## src/rtl/mem_arb_pkg.sv

```systemverilog
// rtl/mem_arb_pkg.sv - shared types, constants and byte helpers for the memory port arbiter
package mem_arb_pkg;

    typedef enum logic [1:0] {
        IDLE  = 2'd0,
        ISSUE = 2'd1,
        DRAIN = 2'd2
    } arb_state_t;

    localparam int PORT_FETCH = 0;
    localparam int PORT_LSU   = 1;
    localparam int MAX_BURST  = 4;
    localparam int DATA_WIDTH = 8;

    // Byte k of a big-endian word: byte 0 lives in [31:24].
    function automatic logic [7:0] word_byte(input logic [31:0] w, input logic [1:0] k);
        logic [31:0] s;
        s = w << {k, 3'b000};
        return s[31:24];
    endfunction

    // Replace byte slot k of a big-endian word with b, leaving other slots intact.
    function automatic logic [31:0] place_byte(input logic [31:0] w, input logic [1:0] k,
                                               input logic [7:0] b);
        logic [31:0] mask;
        logic [31:0] val;
        mask = 32'hFF00_0000 >> {k, 3'b000};
        val  = {b, 24'h00_0000} >> {k, 3'b000};
        return (w & ~mask) | val;
    endfunction

endpackage

```

## src/rtl/rr_arbiter2.sv

```systemverilog
// rtl/rr_arbiter2.sv - two-requester round-robin pick with last-grant memory
module rr_arbiter2 (
    input  logic       clk,
    input  logic       rst,
    input  logic [1:0] req,
    input  logic       accept,
    output logic       pick_port
);

    logic last;

    // On contention the port that did not win last time goes first.
    always_comb begin
        pick_port = req[1];
        if (req == 2'b11) begin
            pick_port = ~last;
        end
    end

    // Remember the winner only when the burst is actually accepted; fetch wins first after reset.
    always_ff @(posedge clk) begin
        if (rst) begin
            last <= 1'b1;
        end else if (accept) begin
            last <= pick_port;
        end
    end

endmodule

```

## src/rtl/mem_port_arbiter.sv

```systemverilog
// rtl/mem_port_arbiter.sv - shares a byte-wide memory port between fetch and load/store bursts
module mem_port_arbiter
    import mem_arb_pkg::*;
#(
    parameter int ADDR_WIDTH = 32
) (
    input  logic                    i_clk,
    input  logic                    i_rst,
    input  logic [1:0]              i_req,
    input  logic [1:0]              i_we,
    input  logic [2*ADDR_WIDTH-1:0] i_addr,
    input  logic [3:0]              i_len,
    input  logic [63:0]             i_wdata,
    output logic [1:0]              o_gnt,
    output logic [1:0]              o_done,
    output logic [31:0]             o_rdata,
    output logic [ADDR_WIDTH-1:0]   o_mem_addr,
    output logic                    o_mem_we,
    output logic [DATA_WIDTH-1:0]   o_mem_wdata,
    input  logic [DATA_WIDTH-1:0]   i_mem_data
);

    arb_state_t            state_q;
    arb_state_t            state_d;
    logic                  accept;
    logic                  win;
    logic                  port_q;
    logic                  we_q;
    logic [1:0]            len_q;
    logic [1:0]            idx_q;
    logic [ADDR_WIDTH-1:0] base_q;
    logic [31:0]           wdata_q;
    logic [31:0]           rdata_q;
    logic [ADDR_WIDTH-1:0] mem_addr_q;
    logic [1:0]            done_q;
    logic [1:0]            port_onehot;

    rr_arbiter2 u_rr (
        .clk       (i_clk),
        .rst       (i_rst),
        .req       (i_req),
        .accept    (accept),
        .pick_port (win)
    );

    assign port_onehot = port_q ? 2'b10 : 2'b01;
    assign o_done      = done_q;
    assign o_rdata     = rdata_q;
    assign o_mem_addr  = mem_addr_q;

    // Next-state and memory-side strobes; the last issued byte decides write-done versus read-drain.
    always_comb begin
        state_d     = state_q;
        accept      = 1'b0;
        o_gnt       = 2'b00;
        o_mem_we    = 1'b0;
        o_mem_wdata = '0;
        case (state_q)
            IDLE: begin
                if (|i_req) begin
                    accept  = 1'b1;
                    state_d = ISSUE;
                end
            end
            ISSUE: begin
                o_gnt = port_onehot;
                if (we_q) begin
                    o_mem_we    = 1'b1;
                    o_mem_wdata = word_byte(wdata_q, idx_q);
                end
                if (idx_q == len_q) begin
                    state_d = we_q ? IDLE : DRAIN;
                end
            end
            DRAIN: begin
                o_gnt   = port_onehot;
                state_d = IDLE;
            end
            default: begin
                state_d = IDLE;
            end
        endcase
    end

    // State register; reset abandons any burst without a completion pulse.
    always_ff @(posedge i_clk) begin
        if (i_rst) begin
            state_q <= IDLE;
        end else begin
            state_q <= state_d;
        end
    end

    // Burst latch, byte counter, address sequencing and read assembly (memory data lags its address by one edge).
    always_ff @(posedge i_clk) begin
        if (i_rst) begin
            port_q     <= 1'b0;
            we_q       <= 1'b0;
            len_q      <= 2'd0;
            idx_q      <= 2'd0;
            base_q     <= '0;
            wdata_q    <= 32'h0;
            rdata_q    <= 32'h0;
            mem_addr_q <= '0;
            done_q     <= 2'b00;
        end else begin
            done_q <= 2'b00;
            case (state_q)
                IDLE: begin
                    if (accept) begin
                        port_q     <= win;
                        we_q       <= win ? i_we[1] : i_we[0];
                        len_q      <= win ? i_len[3:2] : i_len[1:0];
                        base_q     <= win ? i_addr[2*ADDR_WIDTH-1:ADDR_WIDTH] : i_addr[ADDR_WIDTH-1:0];
                        mem_addr_q <= win ? i_addr[2*ADDR_WIDTH-1:ADDR_WIDTH] : i_addr[ADDR_WIDTH-1:0];
                        wdata_q    <= win ? i_wdata[63:32] : i_wdata[31:0];
                        rdata_q    <= 32'h0;
                        idx_q      <= 2'd0;
                    end
                end
                ISSUE: begin
                    if (!we_q && idx_q != 2'd0) begin
                        rdata_q <= place_byte(rdata_q, idx_q - 2'd1, i_mem_data);
                    end
                    if (idx_q == len_q) begin
                        if (we_q) begin
                            done_q <= port_onehot;
                        end
                    end else begin
                        idx_q      <= idx_q + 2'd1;
                        mem_addr_q <= base_q + ADDR_WIDTH'(idx_q + 2'd1);
                    end
                end
                DRAIN: begin
                    rdata_q <= place_byte(rdata_q, len_q, i_mem_data);
                    done_q  <= port_onehot;
                end
                default: begin
                    done_q <= 2'b00;
                end
            endcase
        end
    end

endmodule

```

## config.mk

```make
export PLATFORM = sky130hd
export DESIGN_NAME = mem_port_arbiter
export DESIGN_NICKNAME = d
export VERILOG_FILES = /design/src/rtl/mem_arb_pkg.sv /design/src/rtl/rr_arbiter2.sv /design/src/rtl/mem_port_arbiter.sv
export SDC_FILE = /design/constraint.sdc
export NUM_CORES = 1
export LEC_CHECK = 0
export BUFFER_PORTS_ARGS = -buffer_cell sky130_fd_sc_hd__buf_2
export CAP_MARGIN = 20
export CORE_MARGIN = 2
export CORE_UTILIZATION = 35
export CTS_CLUSTER_SIZE = 24
export DETAILED_ROUTE_END_ITERATION = 8
export GPL_TIMING_DRIVEN = 0
export PLACE_DENSITY_LB_ADDON = 0.12
export SYNTH_ARGS = -nofsm -noshare
export SYNTH_HDL_FRONTEND = slang
export SYNTH_SLANG_ARGS = --single-unit
```

## constraint.sdc

```tcl
create_clock -name i_clk -period 2.6 [get_ports i_clk]
set_input_delay 0.39 -clock i_clk [delete_from_list [all_inputs] [get_ports i_clk]]
set_output_delay 0.39 -clock i_clk [all_outputs]
set_load 0.05 [all_outputs]
```

Word level (Yosys, flattened, before mapping)
Cells that the tools add are included.
Word-level totals
  flip-flop bits (word level): 139
  latch bits: 0
  RAM bits: 0
  bits in read-only memories: 0
  input bits: 146
  output and inout port bits: 77
  word-level logic and storage cells: 77
  memories kept: 0
Operators by class
  add/subtract/negate cells: 4
  multiply operators: 0
  divide/modulo/power cells: 0
  $lt $le $gt $ge: 0
  eq/ne operators: 9
  shift-type cells: 5
  mux-type cells: 29
  bitwise gates (word level): 7
  reduce and logical (&&, ||, !) cells: 12
Operators by type and width (count)
  two-way mux 32 bit: 6
  one-hot mux 32 bit (3 select lines): 1
  AND 32 bit: 2
  NOT 32 bit: 2
  bitwise OR 32 bit: 2
  one-hot mux 32 bit (2 select lines): 1
  >> shifter 32 x 5 -> 32 bit: 2
  >> shifter 32 x 5 -> 32 bit, first input constant: 2
  adder 32 x 3 -> 32 bit: 1
  left shift 32 x 5 -> 32 bit: 1
  two-way mux 2 bit: 10
  two-way mux 8 bit: 2
  one-hot mux 2 bit (2 select lines): 3
  != test 2 bit, second input constant: 5
  two-way mux 1 bit: 6
  AND reduction 3 bit: 2
  equality test 2 bit, second input constant: 2
  AND reduction 2 bit: 2
  nonzero test 2 bit: 2
  OR reduction 2 bit: 2
  adder 2 x 1 -> 3 bit, second input constant: 1
  nonzero test 3 bit: 1
  adder 2 x 1 -> 2 bit, second input constant: 1
  equality test 2 x 1 -> 1 bit, second input constant: 1
  other kinds (6): 6

Depth between registers and ports, before layout
Gate-level depths: netlist of run 1.
  depth after elaboration: 7
  gate-level depth with buffers: 10
  depth with buffers taken out: 8

Modules after synthesis
A second synthesis of run 1 with hierarchy kept.
Unflattened totals
  cells, all modules: 829
  area, all modules: 7319.5 um^2
Modules (own cells, without submodules)
  mem_port_arbiter: instances 1, cells each 825, area an instance 7277.0 um^2, seq. area each 2762.6 um^2
  rr_arbiter2: instances 1, cells each 4, area an instance 42.5 um^2, seq. area each 20.0 um^2

Least setup slack after synthesis of run 1
Ideal clock, no wire load.
  path kind: flip-flop to flip-flop
  from: reg idx_q[0]
  to: reg mem_addr_q[20], in the netlist o_mem_addr[20]
  setup time: 0.071 ns
  data arrival time: 2.582 ns
  data required time: 2.529 ns
  setup slack: -0.053 ns
  stages on the path, launching flop included: 11
  path buffers: 2
  clock period less this slack: 2.653 ns
  cells stage by stage: dfxtp_1 > buf_2 > inv_1 > ha_1 > fa_1 > and4b_1 > clkbuf_1 > nand3_1 > a22oi_1 > nand4_1 > a21oi_1
Between the ends
  word-level cells in the longest chain between the ends: 4
  elaborated cells on any way between the ends: 7
  classes of those cells: add/sub (2); eq/ne (2); mux (2); reduce/logical (1)
RTL lines
  start: declaration: line mem_port_arbiter.sv:30  | logic [1:0] idx_q;
  start signal: assignment: line mem_port_arbiter.sv:130  | idx_q <= idx_q + 2'd1;
  adder 2 x 1 -> 3 bit: line mem_port_arbiter.sv:131  | mem_addr_q <= base_q + ADDR_WIDTH'(idx_q + 2'd1);
  adder 32 x 3 -> 32 bit: line mem_port_arbiter.sv:131
  two-way mux 32 bit: line mem_port_arbiter.sv:125  | if (idx_q == len_q) begin
  one-hot mux 32 bit (2 select lines): line mem_port_arbiter.sv:108  | case (state_q)
  end signal: assignment: line mem_port_arbiter.sv:115  | mem_addr_q <= win ? i_addr[2*ADDR_WIDTH-1:ADDR_WIDTH] : i_addr[ADDR_WIDTH-1:0];
  end signal: assignment: line mem_port_arbiter.sv:131
  end: declaration: line mem_port_arbiter.sv:34  | logic [ADDR_WIDTH-1:0] mem_addr_q;
Parallel ways exist; a longest one is shown, timed or not. The select of a mux whose other input is x is not followed.
A chain may end at the register's enable or synchronous reset.

Final worst setup path of run 1
Ends and elaborated chain as after synthesis.

==> impl_metrics.py, run 1 <==
metrics = {
    "setup_path": {
        "cp_slowest_cell": "dfxtp_4",
        "cp_data_arrival_time_ns": 2.87,
        "cp_slowest_stage_delay_ns": 0.39,
        "worstSetupPathType": "reg2reg",
        "regToRegStartpoint": "idx_q[0]",
        "startpoint": "idx_q[0]",
        "r2r_setup_slack_ns": 0.08,
        "path_cells": "buf_12 -> clkinvlp_4 -> ha_1 -> fa_2 -> and4b_2 -> clkbuf_8 -> nand3_1 -> a22oi_1 -> nand4_1 -> a21oi_1",
        "critical_path_depth": 10,
        "path_max_fanout": 10,
        "cp.required_ns": 2.95,
        "cp-start-kind": "flop",
        "worst-path-buf-inv": 3,
        "r2r_cells": 10,
        "critPathCapture": "o_mem_addr[20]",
        "critPathTopFamily": "simple AND/OR/NAND/NOR gates",
        "r2r_end": "o_mem_addr[20]",
        "worstSetupEndpointType": "flop",
    },
    "timing": {
        "worst_pin_slew_ns": 1.03,
        "final-setup-viol-count": 0,
        "slew_headroom_pct": 30.9,
        "finClkSkew_ns": 0.00794,
        "finalMaxSlewViolations": 0,
        "finalCritPeriodShare_pct": 96.9,
        "maxClockFrequency_ghz": 0.397,
        "rsz0062_at_grt": "yes",
        "final.setup.worst_slack_ns": 0.0818,
        "layout_min_cycle_time_ns": 2.52,
        "timing.final.hold_violations": 0,
    },
    "placement": {
        "place.gp.congestion": 0.874,
        "place_ws_ns": -0.853,
        "port_buffers": 220,
        "hpwl_mm": 20.3,
        "placed_cells": 1395,
    },
    "logic_synthesis": {
        "synthFlopType": "dfxtp_1",
        "yosysUniqueCellTypes": 71,
        "syn_inst": 900,
        "synth-async-reset-ratio_pct": 0,
        "syn-num-nets": 1058,
        "synth_area_um2": 7460,
        "synth_top_cell_area_share_pct": 37.3,
        "ys_seq_area_share_pct": 37.3,
        "synth.avg_cell_area_um2": 8.29,
        "synth_edf_count": 0,
        "ys_ff_latch": 139,
        "yosysWarnings": 0,
        "yosysTopAreaCell": "dfxtp_1",
        "synth_top_cells_by_area": "dfxtp_1, nand2_1, nor2_1",
    },
    "grt": {
        "grt_pass1_wl_mm": 41.0,
        "grt_max_degree": 17,
        "grt_use_total_pct": 24.0,
        "grt_antenna_before_repair": 1,
        "gr-total-overflow": 0,
        "grt_pass1_vias": 7314,
    },
    "route": {
        "via_count": 7724,
        "wl_per_cell_um": 18.7,
        "ant_nets": 0,
        "drt_iter0_markers": 508,
        "totalWireLength_mm": 26.8,
        "drt_pass1_iterations": 5,
        "viasPerCell": 5.38,
        "drc": 0,
    },
    "power_and_ir_drop": {
        "p_comb_share_pct": 33.2,
        "p_per_area_nw_per_um2": 841,
        "seqPwrFrac_pct": 33.6,
        "p_leak_nw": 4.22,
        "power_frac_clock_pct": 33.2,
        "p_total_w": 0.00814,
        "p_int_w": 0.00507,
        "swShare_pct": 37.7,
        "switching_power_w": 0.00307,
        "ir_drop_v": 0.000565,
    },
    "cells_and_area": {
        "final-seq-area_um2": 2790,
        "fillCellCount": 2201,
        "drive_gt1_share_pct": 27.5,
        "layout.nets": 1304,
        "final_cell_mix": "buf_2, dfxtp_1, nand2_1",
        "area_growth_pct": 29.8,
        "final-instance-count-excl-fill": 1435,
        "layout_commonest_cell": "buf_2",
        "multi_input_area_um2": 4310,
    },
    "clock_network": {
        "clock_latency_ns": 0.43,
        "cts_buffers": 17,
        "htree_levels": 4,
        "cts_tree": "yes",
        "cts_hold_buf": 0,
        "clock_path_buffers": 2,
        "cts-root-buf": "clkbuf_16",
        "path_clk_slew_ns": 0.06,
        "clock-sinks": 139,
    },
    "die": {
        "rows": 53,
        "core_um2": 21000,
        "dieArea_um2": 22500,
        "start_util_pct": 35.6,
        "die_w_um": 150,
        "pin_count": 223,
        "die_y_um": 150,
    },
    "outcome": {
        "status": "completed",
    },
    "job": {
        "drv_cap": 0,
    },
    "worst_hold_path": {
        "whs_path_depth": 3,
        "hold_class": "in2reg",
    },
}
[registers in the layout, indices dropped and copies added (netlist names)]
signal / cells
o_mem_addr: 32
wdata_q: 32
u_rr.last: 1
port_q: 1
o_rdata: 32
idx_q: 2
o_done: 2
state_q: 2
we_q: 1
base_q: 32
len_q: 2
[Yosys cell counts, types with 2 or more instances]
library cell	number
a211oi_1	28
a21o_1	3
a21oi_1	30
a22oi_1	50
a311oi_1	37
a31o_2	2
a31oi_1	8
a32o_1	6
a32oi_1	2
and2_1	10
and3_1	6
buf_1	8
buf_2	19
buf_4	3
clkbuf_1	41
clkinv_1	2
dfxtp_1	139
ha_1	11
inv_1	16
mux2i_1	43
mux4_2	8
nand2_1	133
nand2b_1	4
nand3_1	17
nand4_1	6
nand4b_1	4
nor2_1	118
nor2b_1	5
nor3_1	9
nor4_1	5
nor4_2	2
nor4_4	3
o2111ai_1	3
o211ai_1	9
o21a_1	3
o21ai_0	29
o21ai_1	2
o22ai_1	19
o2bb2ai_1	4
o31ai_1	3
or2_1	2
or2_2	2
xnor2_1	11
xor2_1	8
[area by class of cell]
class	count	share of cell area [%]
buffer	71	3.58
multi-input combinational	671	44.6
antenna	2	0.0517
clock inverter	11	1.99
timing repair buffer	228	12.0
clock buffer	20	4.72
sequential	139	28.8
tap	275	3.56
inverter	18	0.737
[worst register-to-register path, cell delays in order, from the launching register on]
cell and delay, ns:
dfxtp_4 0.39, buf_12 0.12, clkinvlp_4 0.08, ha_1 0.24, fa_2 0.39, and4b_2 0.34
clkbuf_8 0.19, nand3_1 0.13, a22oi_1 0.20, nand4_1 0.20, a21oi_1 0.18
[cell families after synthesis]
logic type,count (synthesis),synth area share (%)
AND/OR/NAND/NOR,339,21.1
AO/OA/AOI/OAI,250,24.0
flip-flops,139,37.3
buffers and inverters,90,5.10
multiplexers,51,8.19
XOR/XNOR,19,2.23
adder cells (fa/ha/maj),12,2.11
[layer usage]
layer / vias to the layer above / track usage (%) / part of all wire (%)
li1: 3803 / - / -
met1: 3585 / 33.0 / 47
met2: 305 / 37.9 / 44
met3: 31 / 4.36 / 6.7
met4: 0 / 7.92 / 2.1
met5: - / 0 / 0
[power by group through the flow]
stage / sequential (W) / clock [W] / combinational [W]
CTS: 0.00273 / 0.00275 / 0.00267
detailed placement: 0.00277 / 0 / 0.00265
floorplan: 0.00317 / 0 / 0.00140
global placement: 0.00277 / 0 / 0.00264
global route: 0.00277 / 0.00283 / 0.00294
finish: 0.00273 / 0.00270 / 0.00271
[per-stage QoR]
stage / cell area, µm² / setup TNS, ns / util [%] / hold slack, ns
final: 9680 / 0 / 46.2 / 0.221
after global routing: 9670 / -0.00545 / 46.2 / 0.217
after CTS: 9620 / 0 / 45.9 / 0.207
after detailed placement: 8910 / -19.32 / 42.5 / 0.443
after global placement: 8910 / -18.12 / 42.5 / 0.437
after floorplan: 7460 / 0 / - / 0.440
[worst min path at each step]
stage / end / startpoint
5_1_grt: wdata_q[14] / i_wdata[46]
3_3_place_gp: o_rdata[23] / o_rdata[23]
6_report: wdata_q[14] / i_wdata[46]
4_1_cts: wdata_q[14] / i_wdata[46]
3_5_place_dp: o_mem_addr[11] / o_mem_addr[11]
2_1_floorplan: base_q[0] / base_q[0]
[repair_timing]
item,4_1_cts,5_1_grt
endpoints found under the hold margin,0,0
pin swaps,0,3
resized for setup,15,7
buffers inserted,2,6
setup endpoints to repair,63,38
No activity file was read; power rests on OpenSTA's default activity.
==> run 2, diff against run 1 <==
--- a/config.mk
+++ b/config.mk
@@ -5,7 +5,7 @@
 export SDC_FILE = /design/constraint.sdc
 export NUM_CORES = 1
 export LEC_CHECK = 0
-export BUFFER_PORTS_ARGS = -buffer_cell sky130_fd_sc_hd__buf_2
+export BUFFER_PORTS_ARGS = -buffer_cell sky130_fd_sc_hd__buf_4
 export CAP_MARGIN = 20
 export CORE_MARGIN = 2
 export CORE_UTILIZATION = 35
==> run 2 against run 1 <==
Clock-buffer cell count is 2 higher; maximum frequency is 2.2% higher; flip-flop and latch count stayed put; die area stayed put; register-to-register slack better by 0.06 ns; critical path depth stayed put.
==> impl_metrics.py, run 2 (synthesis gave the netlist of run 1 again) <==
metrics = {
    "job": {
        "drv_cap": 0,
    },
    "cells_and_area": {
        "layout_commonest_cell": "buf_4",
        "final_cell_mix": "buf_4, dfxtp_1, nand2_1",
        "final-instance-count-excl-fill": 1436,
        "area_growth_pct": 37.3,
        "fillCellCount": 2120,
        "fin_area_um2": 10200,
        "layout.nets": 1305,
        "final-seq-area_um2": 2790,
        "multi_input_area_um2": 4320,
        "drive_gt1_share_pct": 27.6,
    },
    "setup_path": {
        "regToRegStartpoint": "idx_q[0]",
        "worstSetupPathType": "reg2reg",
        "worstSetupEndpointType": "flop",
        "critPathCapture": "o_mem_addr[20]",
        "r2r_setup_slack_ns": 0.14,
        "r2r_end": "o_mem_addr[20]",
        "path_max_fanout": 10,
        "cp.required_ns": 2.95,
        "cp_slowest_cell": "dfxtp_4",
        "r2r_cells": 10,
        "cp-start-kind": "flop",
        "cp_slowest_stage_delay_ns": 0.40,
        "cp_data_arrival_time_ns": 2.81,
        "startpoint": "idx_q[0]",
        "path_cells": "buf_12 -> clkinvlp_4 -> ha_1 -> fa_2 -> and4b_2 -> clkbuf_8 -> nand3_1 -> a22oi_2 -> nand4_1 -> a21oi_1",
    },
    "clock_network": {
        "cts_hold_buf": 0,
        "clock_path_buffers": 2,
        "clock_latency_ns": 0.42,
        "cts_buffers": 17,
        "clock-sinks": 139,
        "path_clk_slew_ns": 0.06,
        "cts-root-buf": "clkbuf_16",
        "cts_tree": "yes",
        "htree_levels": 4,
    },
    "power_and_ir_drop": {
        "p_leak_nw": 4.35,
        "p_per_area_nw_per_um2": 807,
        "p_total_w": 0.00826,
        "ir_drop_v": 0.000431,
    },
    "route": {
        "wl_per_cell_um": 18.9,
        "drc": 0,
        "drt_pass1_iterations": 6,
        "viasPerCell": 5.37,
        "via_count": 7715,
        "drt_iter0_markers": 548,
        "ant_nets": 0,
        "totalWireLength_mm": 27.2,
    },
    "grt": {
        "grt_pass1_vias": 7347,
        "grt_max_degree": 17,
        "gr-total-overflow": 0,
        "grt_antenna_before_repair": 1,
        "grt_pass1_wl_mm": 41.4,
        "grt_use_total_pct": 24.1,
    },
    "placement": {
        "hpwl_mm": 20.5,
        "placed_cells": 1395,
        "place_area_um2": 9460,
        "port_buffers": 220,
        "place.gp.congestion": 0.881,
    },
    "die": {
        "die_y_um": 150,
        "die_w_um": 150,
        "pin_count": 223,
        "dieArea_um2": 22500,
        "core_um2": 21000,
        "rows": 53,
        "start_util_pct": 35.6,
    },
    "timing": {
        "finalMaxSlewViolations": 0,
        "hold_slack_ns": 0.236,
        "finClkSkew_ns": 0.00760,
        "worst_pin_slew_ns": 1.11,
        "maxClockFrequency_ghz": 0.406,
        "final-setup-viol-count": 0,
        "timing.final.hold_violations": 0,
        "layout_min_cycle_time_ns": 2.46,
        "slew_headroom_pct": 25.7,
        "finalCritPeriodShare_pct": 94.7,
        "finalSetupTns_ns": 0,
    },
    "outcome": {
        "status": "completed",
    },
    "worst_hold_path": {
        "hold_class": "in2reg",
    },
}
[run 2: changes by cell type in the layout (fill, tap and decap cells not counted), sizes merged]
cell | previous run | this run
bufinv | 5 | 4
diode | 2 | 1
clkbuf | 60 | 61
buf | 259 | 261
[run 2: worst min path at each step]
stage / depth (start not counted) / slack (ns) / endpoint / start
after floorplan: 2 / 0.44 / base_q[0] / base_q[0]
after global placement: 2 / 0.44 / o_rdata[23] / o_rdata[23]
after detailed placement: 2 / 0.45 / o_rdata[23] / o_rdata[23]
after CTS: 3 / 0.22 / wdata_q[17] / i_wdata[49]
after global routing: 3 / 0.22 / wdata_q[31] / i_wdata[63]
final: 3 / 0.24 / wdata_q[15] / i_wdata[47]
[run 2: final cells by class]
class                      count  area share (%)
antenna                        1          0.0244
buffer                        71            3.37
clock buffer                  22            4.73
clock inverter                10            1.59
inverter                      18           0.696
multi-input combinational    671            42.2
sequential                   139            27.2
tap                          275            3.36
timing repair buffer         229            16.8
[run 2: what timing repair did]
action                                 in CTS  in global routing
gates resized for setup                    13                 10
setup endpoints to repair                  57                 43
pin swaps                                   0                  4
endpoints found under the hold margin       0                  0
buffers inserted                            1                  8
[run 2: power breakdown]
part | switching [W] | internal, W
registers | 0.000272 | 0.00247
logic | 0.00186 | 0.00100
clock network | 0.000957 | 0.00171
total | 0.00309 | 0.00518
[run 2: critical path, delay by kind of cell, from the launching register on]
kind | cells | cell delay (ns)
AOI/OAI and AO/OA | 2 | 0.36
adders and majority gates | 2 | 0.63
buffers and inverters | 3 | 0.38
DFF | 1 | 0.40
and+or+nand+nor | 3 | 0.62
[run 2: stage by stage]
stage	util [%]	setup WS (ns)
2_1_floorplan	-	0.0483
3_3_place_gp	45.1	-0.845
3_5_place_dp	45.1	-0.849
4_1_cts	48.5	0.00717
5_1_grt	48.9	-0.00455
6_report	48.9	0.137
[run 2: routing by layer]
metal / wire length [µm] / vias to the layer above / global-route usage, %
li1: - / 3798 / -
met5: 0 / - / 0
met3: 1880 / 33 / 4.97
met2: 12300 / 284 / 38.2
met1: 12400 / 3600 / 32.8
met4: 571 / 0 / 7.59
==> run 3, diff against run 2 <==
--- a/config.mk
+++ b/config.mk
@@ -5,12 +5,14 @@
 export SDC_FILE = /design/constraint.sdc
 export NUM_CORES = 1
 export LEC_CHECK = 0
-export BUFFER_PORTS_ARGS = -buffer_cell sky130_fd_sc_hd__buf_4
 export CAP_MARGIN = 20
+export CELL_PAD_IN_SITES_DETAIL_PLACEMENT = 0
+export CELL_PAD_IN_SITES_GLOBAL_PLACEMENT = 2
 export CORE_MARGIN = 2
-export CORE_UTILIZATION = 35
+export CORE_UTILIZATION = 33
 export CTS_CLUSTER_SIZE = 24
 export DETAILED_ROUTE_END_ITERATION = 8
+export DONT_BUFFER_PORTS = 1
 export GPL_TIMING_DRIVEN = 0
 export PLACE_DENSITY_LB_ADDON = 0.12
 export SYNTH_ARGS = -nofsm -noshare
==> run 3 against run 2 <==
Maximum frequency down 0.96%; register-to-register slack worse by 0.02 ns; sequential power up 18%; clock skew up 0.0038 ns; sequential share of layout area up 5.0 points; flip-flop and latch count unchanged; die area up 5.9%; first-iteration DRC count down 25%; utilization down 10 points; routed wire length up 5.4%; clock power up 3%; clock-buffer cell count down 4.
==> impl_metrics.py, run 3 (synthesis gave the netlist of run 1 again) <==
metrics = {
    "outcome": {
        "status": "completed",
    },
    "setup_path": {
        "cp-start-kind": "flop",
        "cp_data_arrival_time_ns": 2.81,
        "r2r_cells": 10,
        "regToRegStartpoint": "idx_q[0]",
        "path_max_fanout": 6,
        "r2r_end": "o_mem_addr[14]",
        "worstSetupEndpointType": "flop",
        "path_cells": "buf_12 -> clkinvlp_4 -> ha_2 -> fa_2 -> nand4b_1 -> buf_4 -> nor4_2 -> xnor2_1 -> nand2_1 -> a32o_1",
        "cp.required_ns": 2.92,
        "r2r_setup_slack_ns": 0.11,
        "cp_slowest_cell": "dfxtp_4",
        "worstSetupPathType": "reg2reg",
        "cp_slowest_stage_delay_ns": 0.40,
    },
    "grt": {
        "gr-total-overflow": 0,
        "grt_antenna_before_repair": 1,
        "grt_use_total_pct": 23.7,
        "grt_pass1_vias": 7244,
        "grt_pass1_wl_mm": 42.9,
        "grt_max_degree": 17,
    },
    "clock_network": {
        "cts_tree": "yes",
        "clock_latency_ns": 0.43,
        "clock_path_buffers": 2,
        "htree_levels": 4,
        "cts_buffers": 17,
        "cts-root-buf": "clkbuf_16",
        "clock-sinks": 139,
        "path_clk_slew_ns": 0.06,
    },
    "route": {
        "drt_iter0_markers": 412,
        "viasPerCell": 5.87,
        "via_count": 7208,
        "drt_pass1_iterations": 5,
        "totalWireLength_mm": 28.7,
        "wl_per_cell_um": 23.4,
        "ant_nets": 0,
        "drc": 0,
    },
    "timing": {
        "finClkSkew_ns": 0.0114,
        "rsz0062_at_grt": "no",
        "worst_pin_slew_ns": 0.902,
        "layout_min_cycle_time_ns": 2.49,
        "slew_headroom_pct": 39.6,
        "timing.final.hold_violations": 0,
        "final-setup-viol-count": 0,
        "finalMaxSlewViolations": 0,
        "finalCritPeriodShare_pct": 95.7,
        "maxClockFrequency_ghz": 0.402,
        "final.setup.worst_slack_ns": 0.113,
    },
    "cells_and_area": {
        "drive_gt1_share_pct": 12.5,
        "layout_commonest_cell": "dfxtp_1",
        "layout.nets": 1088,
        "final-instance-count-excl-fill": 1227,
        "fin_area_um2": 8660,
        "area_growth_pct": 16.1,
        "antenna_cells": 0,
        "final_cell_mix": "dfxtp_1, nand2_1, nor2_1",
    },
    "placement": {
        "hpwl_mm": 21.3,
        "port_buffers": 0,
        "place_ws_ns": -0.749,
        "placed_cells": 1186,
        "place_area_um2": 7830,
        "place.gp.congestion": 0.865,
    },
    "job": {
        "drv_cap": 0,
    },
    "die": {
        "core_um2": 22400,
        "die_y_um": 154,
        "die_w_um": 154,
        "dieArea_um2": 23800,
        "rows": 55,
        "start_util_pct": 33.2,
        "pin_count": 223,
    },
    "power_and_ir_drop": {
        "p_leak_nw": 3.28,
        "ir_drop_v": 0.000333,
        "p_total_w": 0.00803,
        "p_per_area_nw_per_um2": 927,
    },
    "worst_hold_path": {
        "worstHoldStart": "i_mem_data[6]",
        "holdPathEnd": "o_rdata[22]",
        "whs_path_depth": 2,
        "hold_class": "in2reg",
    },
}
==> run 3: per-layer routing <==
| metal | wire length (µm) | GRT usage, % |
|---|---|---|
| met1 | 13000 | 31.2 |
| met2 | 13000 | 37.5 |
| met3 | 1940 | 5.77 |
| met4 | 773 | 9.35 |
| met5 | 13 | 0 |
==> run 3: area by class of cell <==
class | instances | area [µm²]
clock inverters | 13 | 214
inverters | 18 | 71.3
plain buffers | 72 | 350
multi-input cells | 671 | 4350
well taps | 285 | 357
flip-flops and latches | 139 | 2790
repair buffers | 11 | 86.3
fillers | 2352 | 13800
clock buffers | 18 | 439
==> run 3: critical path, delay by kind of cell (launching register included) <==
kind	cells	cell delay [ns]
AOI/OAI and AO/OA	1	0.28
buffers and inverters	3	0.42
DFF	1	0.40
and+or+nand+nor	3	0.50
xor gates and xnor gates	1	0.16
adders and majority gates	2	0.63
==> run 3: what timing repair did <==
item / CTS / global route
buffers inserted: 2 / 8
setup endpoints to repair: 64 / 53
endpoints found under the hold margin: 0 / 0
pin swaps: 1 / 3
hold buffers: 0 / 0
resized for setup: 24 / 24
==> run 3: how the worst max path moves through the flow <==
stage,start,to,cells after the start
CTS,state_q[1],o_gnt[1],4
global placement,idx_q[1],o_mem_addr[20],9
detailed placement,idx_q[1],o_mem_addr[10],9
finish,idx_q[0],o_mem_addr[14],10
global route,idx_q[1],o_mem_addr[14],9
floorplan,idx_q[0],o_mem_addr[20],10
==> run 3: report_power, final <==
part	internal, W	total (W)	switching, W	leakage, nW
Combinational	0.000700	0.00203	0.00133	1.82
Clock	0.00173	0.00275	0.00102	0.313
Sequential	0.00247	0.00324	0.000776	1.15
Total	0.00490	0.00803	0.00313	3.28
==> run 3: stage by stage <==
step | util (%) | TNS, ns | hold slack [ns]
global placement | 34.8 | -18.74 | 0.457
floorplan | - | 0 | 0.440
CTS | 38.1 | -0.0377 | 0.101
finish | 38.6 | 0 | 0.116
detailed placement | 34.9 | -18.99 | 0.460
global route | 38.6 | 0 | 0.103
